### config.mk
export PLATFORM = sky130hd
export DESIGN_NAME = frequency_generator_flat
export DESIGN_NICKNAME = d
export VERILOG_FILES = /design/src/rtl/frequency_generator_pkg.sv /design/src/rtl/frequency_generator_if.sv /design/src/rtl/frequency_generator_bcd_to_binary.sv /design/src/rtl/frequency_generator.sv /design/src/flat_wrapper.sv
export SDC_FILE = /design/constraint.sdc
export NUM_CORES = 1
export LEC_CHECK = 0
export CAP_MARGIN = 25
export CORE_MARGIN = 5
export CORE_UTILIZATION = 41
export DETAILED_ROUTE_END_ITERATION = 6
export PLACE_DENSITY = 0.61
export SLEW_MARGIN = 20
export SYNTH_ARGS = -nofsm -noshare
export SYNTH_HDL_FRONTEND = slang
export SYNTH_SLANG_ARGS = --single-unit
### constraint.sdc
create_clock -name clk -period 5.6 [get_ports clk]
set_input_delay 1.12 -clock clk [delete_from_list [all_inputs] [get_ports clk]]
set_output_delay 1.12 -clock clk [all_outputs]
set_load 0.01 [all_outputs]
### src/rtl/frequency_generator_pkg.sv
// Shared constants and state encoding for the frequency generator and its companion counter.
package frequency_generator_pkg;

  // Window length and width are shared with the counter so the two cannot diverge.
  localparam int unsigned DEFAULT_UPDATE_PERIOD = 1200;
  localparam int unsigned DEFAULT_BITS          = 11;

  localparam logic [3:0] BCD_MAX = 4'd9;

  typedef enum logic [1:0] {
    STATE_IDLE = 2'd0,
    STATE_TENS = 2'd1,
    STATE_RUN  = 2'd2
  } state_t;

endpackage

### src/rtl/frequency_generator_if.sv
// Setpoint and waveform bundle between a stimulus controller and the frequency generator.
interface frequency_generator_if;
  logic       load;
  logic [3:0] tens;
  logic [3:0] units;
  logic       signal;
  logic       busy;
  logic       set_err;
  logic       period_start;

  modport master (
    output load, tens, units,
    input  signal, busy, set_err, period_start
  );

  modport slave (
    input  load, tens, units,
    output signal, busy, set_err, period_start
  );
endinterface

### src/rtl/frequency_generator_bcd_to_binary.sv
// Two-digit BCD to binary converter: adds ten once per cycle while the owner sits in its
// conversion state.
module bcd_to_binary (
  input  logic       clk,
  input  logic       reset,
  input  logic       load,
  input  logic [3:0] tens,
  input  logic [3:0] units,
  input  logic       busy,
  output logic [6:0] n,
  output logic       done
);

  logic [3:0] tens_left;

  always_ff @(posedge clk or negedge reset) begin
    if (!reset) begin
      n         <= 7'd0;
      tens_left <= 4'd0;
    end else if (load) begin
      n         <= {3'b000, units};
      tens_left <= tens;
    end else if (busy && (tens_left != 4'd0)) begin
      n         <= n + 7'd10;
      tens_left <= tens_left - 4'd1;
    end
  end

  assign done = busy && (tens_left == 4'd0);

endmodule

### src/rtl/frequency_generator.sv
// Programmable square-wave source: n rising edges on signal per UPDATE_PERIOD-clock window,
// produced by a Bresenham accumulator stepping 2n per clock.
module frequency_generator
  import frequency_generator_pkg::*;
#(
  parameter int unsigned UPDATE_PERIOD = DEFAULT_UPDATE_PERIOD,
  parameter int unsigned BITS          = DEFAULT_BITS
) (
  input logic                  clk,
  input logic                  reset,
  frequency_generator_if.slave bus
);

  localparam logic [BITS:0]   PeriodWide = (BITS+1)'(UPDATE_PERIOD);
  localparam logic [BITS-1:0] PeriodLast = BITS'(UPDATE_PERIOD - 1);

  state_t          state_q, state_d;
  logic [BITS-1:0] acc_q, acc_d;
  logic [BITS-1:0] clk_counter_q, clk_counter_d;
  logic            signal_q, signal_d;
  logic            set_err_q, set_err_d;
  logic [BITS:0]   sum;
  logic            load_ok;
  logic            bad_digit;
  logic [6:0]      n;
  logic            conv_done;

  assign bad_digit = (bus.tens > BCD_MAX) || (bus.units > BCD_MAX);

  bcd_to_binary u_bcd_to_binary (
    .clk   (clk),
    .reset (reset),
    .load  (load_ok),
    .tens  (bus.tens),
    .units (bus.units),
    .busy  (state_q == STATE_TENS),
    .n     (n),
    .done  (conv_done)
  );

  always_ff @(posedge clk or negedge reset) begin
    if (!reset) begin
      state_q       <= STATE_IDLE;
      acc_q         <= '0;
      clk_counter_q <= '0;
      signal_q      <= 1'b0;
      set_err_q     <= 1'b0;
    end else begin
      state_q       <= state_d;
      acc_q         <= acc_d;
      clk_counter_q <= clk_counter_d;
      signal_q      <= signal_d;
      set_err_q     <= set_err_d;
    end
  end

  always_comb begin
    state_d       = state_q;
    acc_d         = acc_q;
    clk_counter_d = clk_counter_q;
    signal_d      = signal_q;
    set_err_d     = 1'b0;
    load_ok       = 1'b0;
    sum           = {1'b0, acc_q} + (BITS+1)'({n, 1'b0});

    // A rejected load only flags the error; the generator keeps running.
    if (bus.load && (state_q != STATE_TENS)) begin
      if (bad_digit) set_err_d = 1'b1;
      else           load_ok   = 1'b1;
    end

    if (load_ok) begin
      acc_d    = '0;
      signal_d = 1'b0;
      state_d  = STATE_TENS;
    end else begin
      unique case (state_q)
        STATE_IDLE: signal_d = 1'b0;
        STATE_TENS: begin
          if (conv_done) begin
            clk_counter_d = '0;
            state_d       = STATE_RUN;
          end
        end
        STATE_RUN: begin
          if (sum >= PeriodWide) begin
            acc_d    = BITS'(sum - PeriodWide);
            signal_d = ~signal_q;
          end else begin
            acc_d = BITS'(sum);
          end
          clk_counter_d = (clk_counter_q == PeriodLast) ? '0 : clk_counter_q + 1'b1;
        end
        default: state_d = STATE_IDLE;
      endcase
    end
  end

  assign bus.signal       = signal_q;
  assign bus.busy         = (state_q == STATE_TENS);
  assign bus.set_err      = set_err_q;
  assign bus.period_start = (state_q == STATE_RUN) && (clk_counter_q == '0);

endmodule

### src/flat_wrapper.sv
// flat-port wrapper written by rule: the top's interface ports become plain ports
module frequency_generator_flat import frequency_generator_pkg::*;
#(
  parameter int unsigned UPDATE_PERIOD = DEFAULT_UPDATE_PERIOD,
  parameter int unsigned BITS          = DEFAULT_BITS
)
  (clk, reset, bus_load, bus_tens, bus_units, bus_signal, bus_busy, bus_set_err, bus_period_start);
  frequency_generator_if bus_i ();
  input logic clk;
  input logic reset;
  input wire logic [$bits(bus_i.load)-1:0] bus_load;
  input wire logic [$bits(bus_i.tens)-1:0] bus_tens;
  input wire logic [$bits(bus_i.units)-1:0] bus_units;
  output wire logic [$bits(bus_i.signal)-1:0] bus_signal;
  output wire logic [$bits(bus_i.busy)-1:0] bus_busy;
  output wire logic [$bits(bus_i.set_err)-1:0] bus_set_err;
  output wire logic [$bits(bus_i.period_start)-1:0] bus_period_start;
  assign bus_i.load = bus_load;
  assign bus_i.tens = bus_tens;
  assign bus_i.units = bus_units;
  assign bus_signal = bus_i.signal;
  assign bus_busy = bus_i.busy;
  assign bus_set_err = bus_i.set_err;
  assign bus_period_start = bus_i.period_start;
  frequency_generator #(.UPDATE_PERIOD(UPDATE_PERIOD), .BITS(BITS)) u_core (.clk(clk), .reset(reset), .bus(bus_i));
endmodule
======== Word-level counts from Yosys, hierarchy flattened ========
Cells that the tools add are included.
word-level totals
  logic and storage cells ................. 62
  output and inout port bits .............. 4
  bits in registers ....................... 37
  input bits .............................. 11
cells by class
  mux-type cells .......................... 20
  equal/unequal tests ..................... 8
  order comparisons ....................... 3
  bitwise gates (word level) .............. 2
  add/sub/neg operators ................... 5
  reductions and logical operators ........ 17
operators with widths
  cell                                                                      count
  11-bit two-way mux                                                        5
  11-bit one-hot mux with 2 select lines                                    1
  7-bit two-way mux                                                         2
  11-bit by 8-bit adder with 12-bit output                                  1
  12-bit by 11-bit >= comparator with 1-bit output (second input constant)  1
  11-bit by 1-bit adder with 11-bit output (second input constant)          1
  11-bit == test (second input constant)                                    1
  11-bit logical NOT                                                        1
  11-bit subtractor (second input constant)                                 1
  4-bit greater-than comparator (second input constant)                     2
  4-bit two-way mux                                                         2
  7-bit by 4-bit adder with 7-bit output (second input constant)            1
  1-bit two-way mux                                                         6
  2-bit by 1-bit != test with 1-bit output (second input constant)          3
  3-bit by 1-bit != test with 1-bit output (second input constant)          2
  2-bit nonzero test                                                        3
  1-bit logical AND                                                         4
  4-bit logical NOT                                                         1
  2-bit two-way mux                                                         2
  2-bit one-hot mux with 2 select lines                                     1
  2-bit AND reduction                                                       2
  4-bit nonzero test                                                        1
  4-bit by 1-bit subtractor with 4-bit output (second input constant)       1
  3-bit AND reduction                                                       1
  8 further kinds                                                           9

======== Depth between registers and ports, before layout ========
Gate-level depths: netlist of the first run.
  depth in word-level cells ............... 6
  depth in mapped cells ................... 16
  gate-level depth less buffers ........... 16

======== Modules after synthesis ========
A second synthesis of the first run with hierarchy kept.
unflattened totals
  cells, all modules ...................... 294
  area, all modules ....................... 2631.3 um^2
by module, submodules not included
  module               cells an instance  area an instance (um^2)  instances  seq. area each (um^2)
  frequency_generator  229                2004.4                   1          625.6
  bcd_to_binary        65                 626.9                    1          275.3

======== Worst setup path before layout of the first run ========
OpenSTA, ideal clock, no wires.
  path kind ............................... register to register
  start point ............................. reg u_core.u_bcd_to_binary.n[0]
  end point ............................... reg u_core.acc_q[9]
  setup time .............................. 0.119 ns
  stages on the path, launching flop included .. 17
  period minus slack after synthesis ...... 3.271 ns
  data required time ...................... 5.481 ns
  path buffers ............................ 0
  slack ................................... 2.329 ns
  arrival time ............................ 3.152 ns
  cells stage by stage .................... dfrtp_1 > ha_1 > inv_1 > fa_1 > nor2b_4 > o31a_1 > a21oi_1 > ha_1 > or4_1 > nand3_1 > nor3_1 > a31oi_1 > a211oi_4 > o211ai_2 > mux2i_1 > a21o_1 > a21oi_2
between the ends
  word-level cells in the longest chain between the ends .. 5
  elaborated cells between the ends (all ways) .. 6
  classes of those cells .................. 2 x add/sub; 1 x order compare; 3 x mux
RTL lines
  item                                                                                   RTL line                                              source
  from (decl)                                                                            frequency_generator_bcd_to_binary.sv:10               output logic [6:0] n,
  from (signal assigned)                                                                 frequency_generator_bcd_to_binary.sv:21               n <= {3'b000, units};
  from (signal assigned)                                                                 frequency_generator_bcd_to_binary.sv:24               n <= n + 7'd10;
  11-bit by 8-bit adder with 12-bit output (*)                                           frequency_generator.sv:64                             sum = {1'b0, acc_q} + (BITS+1)'({n, 1'b0});
  11-bit subtractor or 12-bit by 11-bit >= comparator with 1-bit output (tied branches)  frequency_generator.sv:87, frequency_generator.sv:86
  11-bit two-way mux (*)                                                                 frequency_generator.sv:86                             if (sum >= PeriodWide) begin
  11-bit two-way mux (*)                                                                 frequency_generator.sv:77                             unique case (state_q)
  11-bit two-way mux (*)                                                                 frequency_generator.sv:72                             if (load_ok) begin
  to (signal assigned)                                                                   frequency_generator.sv:44                             acc_q <= '0;
  to (signal assigned)                                                                   frequency_generator.sv:50                             acc_q <= acc_d;
  to (decl)                                                                              frequency_generator.sv:18                             logic [BITS-1:0] acc_q, acc_d;
Every way passes the cells marked *; elsewhere a longest branch is shown, timed or not. The select of a mux whose other input is x is not followed.
A chain may end at the register's enable or synchronous reset.

======== Final worst setup path of the first run ========
  start point ............................. reg u_core.state_q[0]
  end point ............................... out bus_period_start
between the ends
  word-level cells in the longest chain between the ends .. 2
RTL lines
  item                    RTL line                    source
  from (decl)             frequency_generator.sv:17   state_t state_q, state_d;
  from (signal assigned)  frequency_generator.sv:49   state_q <= state_d;
  2-bit == test           frequency_generator.sv:102  assign bus.period_start = (state_q == STATE_RUN) && (clk_counter_q == '0);
  1-bit logical AND       frequency_generator.sv:102
  to (decl)               flat_wrapper.sv:17          output wire logic [$bits(bus_i.period_start)-1:0] bus_period_start;
No other way between the ends.

==> results_tabular.tex, run 1 <==
\begin{tabular}{lr}
\hline
Metric & Value \\
\hline
\multicolumn{2}{l}{\textbf{Worst setup path}} \\
\quad Crit path required time & 4.48 ns \\
\quad WP data arrival & 2.79 ns \\
\quad Largest fanout of any net on the critical path & 21 \\
\quad Type of element capturing the critical path & output port \\
\quad Setup Crit Path Kind & reg -> out \\
\quad Peak per-stage delay on the critical path & 0.68 ns \\
\quad Critical path startpoint category & flip-flop \\
\quad Crit path max-delay cell type & sky130\_fd\_sc\_hd\_\_ha\_1 \\
\quad Logic depth of the worst register-to-register path & 16 \\
\quad Critical Path, Cell by Cell & inv\_1 -> ha\_1 -> nand2\_1 -> or4\_1 -> nor4\_1 -> clkdlybuf4s50\_1 \\
\multicolumn{2}{l}{\textbf{Synthesis}} \\
\quad Sequential element share of the synthesized area & 0.3604 \\
\quad Largest family of logic cells by synthesized area & compound AO/OA/AOI/OAI gates \\
\quad Most frequent cell after synthesis & sky130\_fd\_sc\_hd\_\_nor2\_1 \\
\quad Post-synthesis share of cell area spent on and, or, nand and nor gates & 0.2277 \\
\quad Prevailing post-synth register cell & sky130\_fd\_sc\_hd\_\_dfrtp\_1 \\
\quad Synthesized netlist net count & 307 \\
\quad Post-synthesis cell type count & 60 \\
\quad Area share of the largest cell type after synthesis & 0.3604 \\
\quad Proportion of register bits with asynchronous set or reset after synthesis & 1.000 \\
\quad Count of state elements after synthesis & 36 \\
\quad Xor/xnor share of the synthesized area & 0.03153 \\
\quad YS warnings & 0 \\
\quad Area leader, netlist & sky130\_fd\_sc\_hd\_\_dfrtp\_1 \\
\quad Count of flip-flops with a built-in enable after synthesis & 0 \\
\quad Mean area per synthesized cell & 8.928 sq um \\
\quad Leading post-synthesis cells by instance count & sky130\_fd\_sc\_hd\_\_nor2\_1 (37), sky130\_fd\_sc\_hd\_\_dfrtp\_1 (36), sky130\_fd\_sc\_hd\_\_nand2\_1 (22) \\
\quad Post-synthesis cell count & 280 \\
\quad Cell area after synthesis & 2500 sq um \\
\quad Synth area leaders & sky130\_fd\_sc\_hd\_\_dfrtp\_1 (36\%), sky130\_fd\_sc\_hd\_\_ha\_1 (7.5\%), sky130\_fd\_sc\_hd\_\_nor2\_1 (5.6\%) \\
\quad Multiplexer fraction of the synthesized cell area & 0.02503 \\
\quad Post-Synth Adder-Cell Area & 0.08308 \\
\quad Compound-cell area share of the yosys netlist & 0.2327 \\
\multicolumn{2}{l}{\textbf{Layout}} \\
\quad Final Net Count & 319 \\
\quad Area Overhead vs Synth & 10.96\% \\
\quad Diode insertion count for antenna repair & 0 \\
\quad Final Cell Area & 2774 sq um \\
\quad Fin cells & 368 \\
\quad Fill cell total of the finished layout & 570 \\
\quad Fraction of layout instances using a drive strength above 1 & 0.09556 \\
\multicolumn{2}{l}{\textbf{Timing}} \\
\quad Final number of hold-violating endpoints & 0 \\
\quad Setup repair after global routing missed its margin & false \\
\quad Final Max Slew Viols & 0 \\
\quad Final setup skew & 0.01201 ns \\
\quad Max-slew headroom at the worst pin & 0.4642 \\
\quad Aggregate negative setup slack & 0 ns \\
\quad Upper clock frequency limit & 255.8 MHz \\
\quad Slack of the critical path & 1.690 ns \\
\quad Clock period minus worst slack & 3.910 ns \\
\quad Fin crit share & 0.6982 \\
\quad Final setup fails & 0 \\
\quad Worst-Margin Slew & 0.7952 ns \\
\multicolumn{2}{l}{\textbf{Global routing}} \\
\quad Vias in the first global route & 1946 \\
\quad Most used routing layer & met2 \\
\quad GRT Residual Overflow & 0 \\
\quad Number of antenna violations at the first check in global routing & 0 \\
\quad First-pass GRT wire length & 9.321 mm \\
\quad Overall global routing resource usage & 0.1538 \\
\quad Met1 layer usage reported by global route & 0.2126 \\
\quad Global-route track usage on met3 & 0.03387 \\
\quad Global routing usage on met2 & 0.2377 \\
\quad Maximum number of pins on one net before global-route repair & 37 \\
\multicolumn{2}{l}{\textbf{Route}} \\
\quad WL/cell & 14.44 um \\
\quad Initial DRC Count & 63 \\
\quad Final WL & 5.314 mm \\
\quad Count of vias placed by the detailed router & 2103 \\
\quad Post-route DRC violation count & 0 \\
\quad Post-detailed-route count of antenna-violating nets & 0 \\
\quad Router iterations before antenna repair & 4 \\
\quad Via-per-instance ratio & 5.715 \\
\multicolumn{2}{l}{\textbf{Floorplanning}} \\
\quad Horizontal die dimension & 88.09 um \\
\quad Height of the die & 88.09 um \\
\quad Core region area & 5921 sq um \\
\quad Initial standard-cell utilization of the core & 0.4222 \\
\quad Site row count & 28 \\
\quad Count of boundary I/O pins & 15 \\
\quad Full die area & 7759 sq um \\
\multicolumn{2}{l}{\textbf{CTS}} \\
\quad CTS root buffer & sky130\_fd\_sc\_hd\_\_clkbuf\_8 \\
\quad Post\_cts resized & 0 \\
\quad Setup Buffers After CTS & 0 \\
\quad Worst-Skew Late Latency & 0.29 ns \\
\quad Clock-pin transition on the worst setup and hold timing paths & 0.08 ns \\
\quad Largest buffer count on any clock path & 2 \\
\quad Hold buffer count at CTS & 0 \\
\quad TritonCTS Sinks & 36 \\
\quad CTS tree & yes \\
\quad Number of H-tree levels & 2 \\
\quad Clock buffer count from CTS & 5 \\
\multicolumn{2}{l}{\textbf{Flow run}} \\
\quad Max-cap viol count & 0 \\
\multicolumn{2}{l}{\textbf{Place}} \\
\quad DP HPWL & 3.764 mm \\
\quad Gp weighted congestion & 0.8108 \\
\quad Total of buffers placed on input and output ports & 14 \\
\quad Setup slack after placement & 1.716 ns \\
\quad Placed cell area & 2686 sq um \\
\quad Placed cell count & 360 \\
\multicolumn{2}{l}{\textbf{Status}} \\
\quad Result of the run & completed \\
\multicolumn{2}{l}{\textbf{Power and ir drop}} \\
\quad Total Power Consumption & 0.001469 W \\
\quad Static Leak & 1.195 nW \\
\quad P per Cell Area & 529.5 nW/um\^{}2 \\
\quad Maximum VDD drop & 0.0002818 V \\
\multicolumn{2}{l}{\textbf{Min path}} \\
\quad Path type of the worst min-delay path & reg -> reg \\
\quad Hold Path Depth & 1 \\
\hline
\end{tabular}
==> path summary, 6_finish.rpt <==
kind	endpoint	slack, ns	start
setup / recovery	bus_period_start	1.69	u_core.state_q[0]$_DFFE_PN0P_
hold / removal	u_core.clk_counter_q[10]$_DFFE_PN0P_	0.51	u_core.clk_counter_q[10]$_DFFE_PN0P_
setup reg to reg	u_core.acc_q[9]$_DFFE_PN0P_	1.85	u_core.u_bcd_to_binary.n[0]$_DFFE_PN0P_
hold reg to reg	u_core.clk_counter_q[10]$_DFFE_PN0P_	0.51	u_core.clk_counter_q[10]$_DFFE_PN0P_
max in group asynchronous	u_core.bus.set_err$_DFF_PN0_	4.18	reset
min in group asynchronous	u_core.u_bcd_to_binary.tens_left[2]$_DFFE_PN0P_	0.91	reset
==> logic make-up after synthesis <==
family	count (synthesis)
AND/OR/NAND/NOR	111
adder cells (fa/ha/maj)	16
flip-flops	36
AO/OA/AOI/OAI	79
multiplexers	6
XOR/XNOR	9
buffers and inverters	23
==> through the flow <==
stage / utilization / hold slack (ns)
final: 0.4685 / 0.5112
after global routing: 0.4685 / 0.5287
after CTS: 0.4685 / 0.5101
after detailed placement: 0.4537 / 0.4947
after global placement: 0.4537 / 0.4889
after floorplan: - / 0.4546
==> metal layers <==
metal,routed length (um),share of wire
met1,2656,0.50
met2,2456,0.46
met3,133,0.025
met4,67,0.013
met5,0,0
==> registers in the layout, indices dropped and copies added, names as in the netlist <==
register	count
u_core.bus.signal	1
u_core.acc_q	10
u_core.u_bcd_to_binary.n	7
u_core.u_bcd_to_binary.tens_left	4
u_core.bus.set_err	1
u_core.clk_counter_q	11
u_core.state_q	2
==> layout by cell type (no fill, tap or decap), types with 6 or more instances in the layout <==
cell type                         instances
sky130_fd_sc_hd__clkdlybuf4s50_1         13
sky130_fd_sc_hd__o21ai_0                 20
sky130_fd_sc_hd__o21ai_1                  9
sky130_fd_sc_hd__nand2_1                 22
sky130_fd_sc_hd__nor3_1                   8
sky130_fd_sc_hd__ha_1                    15
sky130_fd_sc_hd__a21oi_1                  9
sky130_fd_sc_hd__nand3_1                  6
sky130_fd_sc_hd__nor2_1                  37
sky130_fd_sc_hd__inv_1                   13
sky130_fd_sc_hd__dfrtp_1                 36
sky130_fd_sc_hd__and3_1                   8
==> worst max-delay path, delay by kind of cell, from the launching register on <==
kind,cells,cell delay [ns]
flip-flops,1,0.39
adder cells (fa/ha/maj),1,0.68
buffers and inverters,2,0.70
AND/OR/NAND/NOR,3,0.72
==> report_power, final <==
group	switching, W	internal (W)
combinational	0.000515	0.000359
clock	0.0000998	0.0000868
sequential	0.0000721	0.000336
total	0.000687	0.000782
==> cell type report <==
class / instances / area, sq um / share of cell area
Clock buffer: 5 / 68.82 / 0.02481
Clock inverter: 3 / 18.77 / 0.006766
Inverter: 13 / 48.80 / 0.01759
Multi-Input combinational cell: 221 / 1500 / 0.5408
Sequential cell: 36 / 900.9 / 0.3248
Timing Repair Buffer: 15 / 142.6 / 0.05142
Tap cell: 75 / 93.84 / 0.03383
Power figures use the tool's default switching activity.
==> inputs of run 2 (changes only) <==
Clock period 5.6 ns to 3.9 ns, I/O delays scaled along.
==> results_tabular.tex, run 2 (synthesis gave the netlist of run 1 again) <==
\begin{tabular}{lr}
\hline
Metric & Value \\
\hline
\multicolumn{2}{l}{\textbf{Status}} \\
\quad Result of the run & completed (unchanged) \\
\multicolumn{2}{l}{\textbf{Layout}} \\
\quad Highest-count cells in the layout ignoring fill and taps & sky130\_fd\_sc\_hd\_\_nor2\_1 (37), sky130\_fd\_sc\_hd\_\_dfrtp\_1 (36), sky130\_fd\_sc\_hd\_\_nand2\_1 (22) (unchanged) \\
\quad Flip-flop count of the largest register after layout & 11 (unchanged) \\
\quad Fin cells & 369 (was 368) \\
\quad Final Cell Area & 2830 sq um (was 2774 sq um) \\
\quad Final core utilization & 0.4780 (was 0.4685) \\
\quad Diode insertion count for antenna repair & 0 (unchanged) \\
\quad Area Overhead vs Synth & 13.21\% (was 10.96\%) \\
\quad Leading cell type in the layout, fill and taps excluded & sky130\_fd\_sc\_hd\_\_nor2\_1 (unchanged) \\
\quad Largest regs & u\_core.clk\_counter\_q (11), u\_core.acc\_q (10), u\_core.u\_bcd\_to\_binary.n (7) (unchanged) \\
\quad Fraction of layout instances using a drive strength above 1 & 0.1054 (was 0.09556) \\
\quad Fill cell total of the finished layout & 573 (was 570) \\
\quad Most flops, register & u\_core.clk\_counter\_q (unchanged) \\
\quad Final Net Count & 320 (was 319) \\
\multicolumn{2}{l}{\textbf{Place}} \\
\quad Placed cell area & 2694 sq um (was 2686 sq um) \\
\quad DP HPWL & 3.794 mm (was 3.764 mm) \\
\quad Total of buffers placed on input and output ports & 14 (unchanged) \\
\quad Setup slack after placement & 0.2072 ns (was 1.716 ns) \\
\quad Placed cell count & 361 (was 360) \\
\quad Gp weighted congestion & 0.8059 (was 0.8108) \\
\multicolumn{2}{l}{\textbf{Floorplanning}} \\
\quad Full die area & 7759 sq um (unchanged) \\
\quad Horizontal die dimension & 88.09 um (unchanged) \\
\quad Count of boundary I/O pins & 15 (unchanged) \\
\quad Site row count & 28 (unchanged) \\
\quad Core region area & 5921 sq um (unchanged) \\
\quad Height of the die & 88.09 um (unchanged) \\
\quad Initial standard-cell utilization of the core & 0.4222 (unchanged) \\
\multicolumn{2}{l}{\textbf{CTS}} \\
\quad TritonCTS Sinks & 36 (unchanged) \\
\quad Largest buffer count on any clock path & 2 (unchanged) \\
\quad Setup Buffers After CTS & 0 (unchanged) \\
\quad Clock buffer count from CTS & 5 (unchanged) \\
\quad Worst-Skew Late Latency & 0.28 ns (was 0.29 ns) \\
\quad Number of H-tree levels & 2 (unchanged) \\
\quad CTS tree & yes (unchanged) \\
\quad Clock-pin transition on the worst setup and hold timing paths & 0.08 ns (about the same) \\
\quad CTS root buffer & sky130\_fd\_sc\_hd\_\_clkbuf\_8 (unchanged) \\
\multicolumn{2}{l}{\textbf{Timing}} \\
\quad Worst-Margin Slew & 0.8227 ns (was 0.7952 ns) \\
\quad Final setup fails & 0 (unchanged) \\
\quad Final number of hold-violating endpoints & 0 (unchanged) \\
\quad Final Max Slew Viols & 0 (unchanged) \\
\quad Clock period minus worst slack & 3.691 ns \\
\quad Fin crit share & 0.9464 \\
\quad Max-slew headroom at the worst pin & 0.4516 (was 0.4642) \\
\quad Final setup skew & 0.004572 ns (was 0.01201 ns) \\
\quad Upper clock frequency limit & 270.9 MHz \\
\quad Hold slack & 0.5121 ns (was 0.5112 ns) \\
\quad Slack of the critical path & 0.2091 ns (was 1.690 ns) \\
\multicolumn{2}{l}{\textbf{Route}} \\
\quad Initial DRC Count & 118 (was 63) \\
\quad Via-per-instance ratio & 5.580 (was 5.715) \\
\quad Post-detailed-route count of antenna-violating nets & 0 (unchanged) \\
\quad Count of vias placed by the detailed router & 2059 (was 2103) \\
\quad WL/cell & 14.83 um (was 14.44 um) \\
\quad Final WL & 5.471 mm (was 5.314 mm) \\
\quad Router iterations before antenna repair & 4 (unchanged) \\
\quad Post-route DRC violation count & 0 (unchanged) \\
\multicolumn{2}{l}{\textbf{Power and ir drop}} \\
\quad Maximum VDD drop & 0.0004087 V (was 0.0002818 V) \\
\quad Sw Ratio & 0.4471 (was 0.4675) \\
\quad Net switching power & 0.001000 W (was 0.0006867 W) \\
\quad Sequential cell fraction of total power & 0.262 (was 0.278) \\
\quad P per Cell Area & 790.6 nW/um\^{}2 (was 529.5 nW/um\^{}2) \\
\quad Internal power & 0.001237 W (was 0.0007821 W) \\
\quad Share of power burned in the clock network & 0.161 (was 0.127) \\
\quad Static Leak & 1.219 nW (was 1.195 nW) \\
\quad Share of power burned in combinational logic & 0.577 (was 0.595) \\
\multicolumn{2}{l}{\textbf{Global routing}} \\
\quad Number of antenna violations at the first check in global routing & 0 (unchanged) \\
\quad Overall global routing resource usage & 0.1537 (was 0.1538) \\
\quad Maximum number of pins on one net before global-route repair & 37 (unchanged) \\
\quad Vias in the first global route & 1983 (was 1946) \\
\quad GRT Residual Overflow & 0 (unchanged) \\
\quad First-pass GRT wire length & 9.494 mm (was 9.321 mm) \\
\multicolumn{2}{l}{\textbf{Worst setup path}} \\
\quad WP data arrival & 3.91 ns (was 2.79 ns) \\
\quad Critical path startpoint category & flip-flop (unchanged) \\
\quad Setup Crit Path Kind & reg -> reg (was reg -> out) \\
\quad Type of element capturing the critical path & flip-flop (was output port) \\
\quad Crit path required time & 4.12 ns (was 4.48 ns) \\
\quad Register-to-register setup slack & 0.21 ns (was 1.85 ns) \\
\quad Largest fanout of any net on the critical path & 6 (was 21) \\
\multicolumn{2}{l}{\textbf{Flow run}} \\
\quad Max-cap viol count & 0 (unchanged) \\
\multicolumn{2}{l}{\textbf{Min path}} \\
\quad Path type of the worst min-delay path & reg -> reg (unchanged) \\
\hline
\end{tabular}
==> run 2: worst max-delay path: stages, from the launching register on <==
cell                       delay (ns)
sky130_fd_sc_hd__dfrtp_1         0.38
sky130_fd_sc_hd__ha_1            0.25
sky130_fd_sc_hd__inv_1           0.08
sky130_fd_sc_hd__fa_1            0.22
sky130_fd_sc_hd__nor2b_4         0.06
sky130_fd_sc_hd__o31a_1          0.31
sky130_fd_sc_hd__a21oi_1         0.24
sky130_fd_sc_hd__ha_1            0.30
sky130_fd_sc_hd__nor4_1          0.09
sky130_fd_sc_hd__o21a_1          0.13
sky130_fd_sc_hd__nor3_2          0.26
sky130_fd_sc_hd__nand3_2         0.21
sky130_fd_sc_hd__a211oi_4        0.39
sky130_fd_sc_hd__o211ai_2        0.17
sky130_fd_sc_hd__o32a_1          0.21
sky130_fd_sc_hd__a21o_1          0.20
sky130_fd_sc_hd__a21oi_2         0.12
==> run 2: routing by layer <==
layer	wire length, um	track usage
met5	0	0
met4	38	0.04121
met3	90	0.02540
met2	2589	0.2404
met1	2753	0.2210
==> run 2: area by class of cell <==
cell class	count	area [sq um]	share of cell area
Multi-Input combinational cell	221	1510	0.5336
Clock inverter	1	30.03	0.01061
Sequential cell	36	900.9	0.3183
Clock buffer	7	96.34	0.03404
Inverter	13	48.80	0.01724
Timing Repair Buffer	16	150.1	0.05305
Tap cell	75	93.84	0.03316
==> run 2: per-stage QoR <==
step                total power (W)  setup TNS, ns
global placement           0.001826              0
CTS                        0.002217              0
global route               0.002421       -0.03608
detailed placement         0.001836              0
floorplan                  0.001589              0
finish                     0.002238              0
==> run 2: what timing repair did <==
action / 4_1_cts / 5_1_grt
endpoints found under the hold margin: 0 / 0
resized for setup: 0 / 2
endpoints found under the setup margin: 0 / 7
hold buffers: 0 / 0
==> run 2: path summary, 6_finish.rpt <==
| kind | start | end | cells after the start |
|---|---|---|---|
| hold reg to reg | u_core.clk_counter_q[3]$_DFFE_PN0P_ | u_core.clk_counter_q[3]$_DFFE_PN0P_ | 1 |
| max in group asynchronous | reset | u_core.bus.set_err$_DFF_PN0_ | 1 |
| hold / removal | u_core.clk_counter_q[3]$_DFFE_PN0P_ | u_core.clk_counter_q[3]$_DFFE_PN0P_ | 1 |
| setup / recovery | u_core.u_bcd_to_binary.n[0]$_DFFE_PN0P_ | u_core.acc_q[9]$_DFFE_PN0P_ | 16 |
| min in group asynchronous | reset | u_core.u_bcd_to_binary.tens_left[0]$_DFFE_PN0P_ | 1 |
| setup reg to reg | u_core.u_bcd_to_binary.n[0]$_DFFE_PN0P_ | u_core.acc_q[9]$_DFFE_PN0P_ | 16 |
==> run 2: power by group through the flow <==
stage / combinational [W] / clock (W) / sequential (W)
finish: 0.00129 / 0.000361 / 0.000586
global route: 0.00143 / 0.000388 / 0.000606
CTS: 0.00126 / 0.000375 / 0.000584
detailed placement: 0.00125 / 0 / 0.000590
global placement: 0.00124 / 0 / 0.000588
floorplan: 0.00103 / 0 / 0.000555
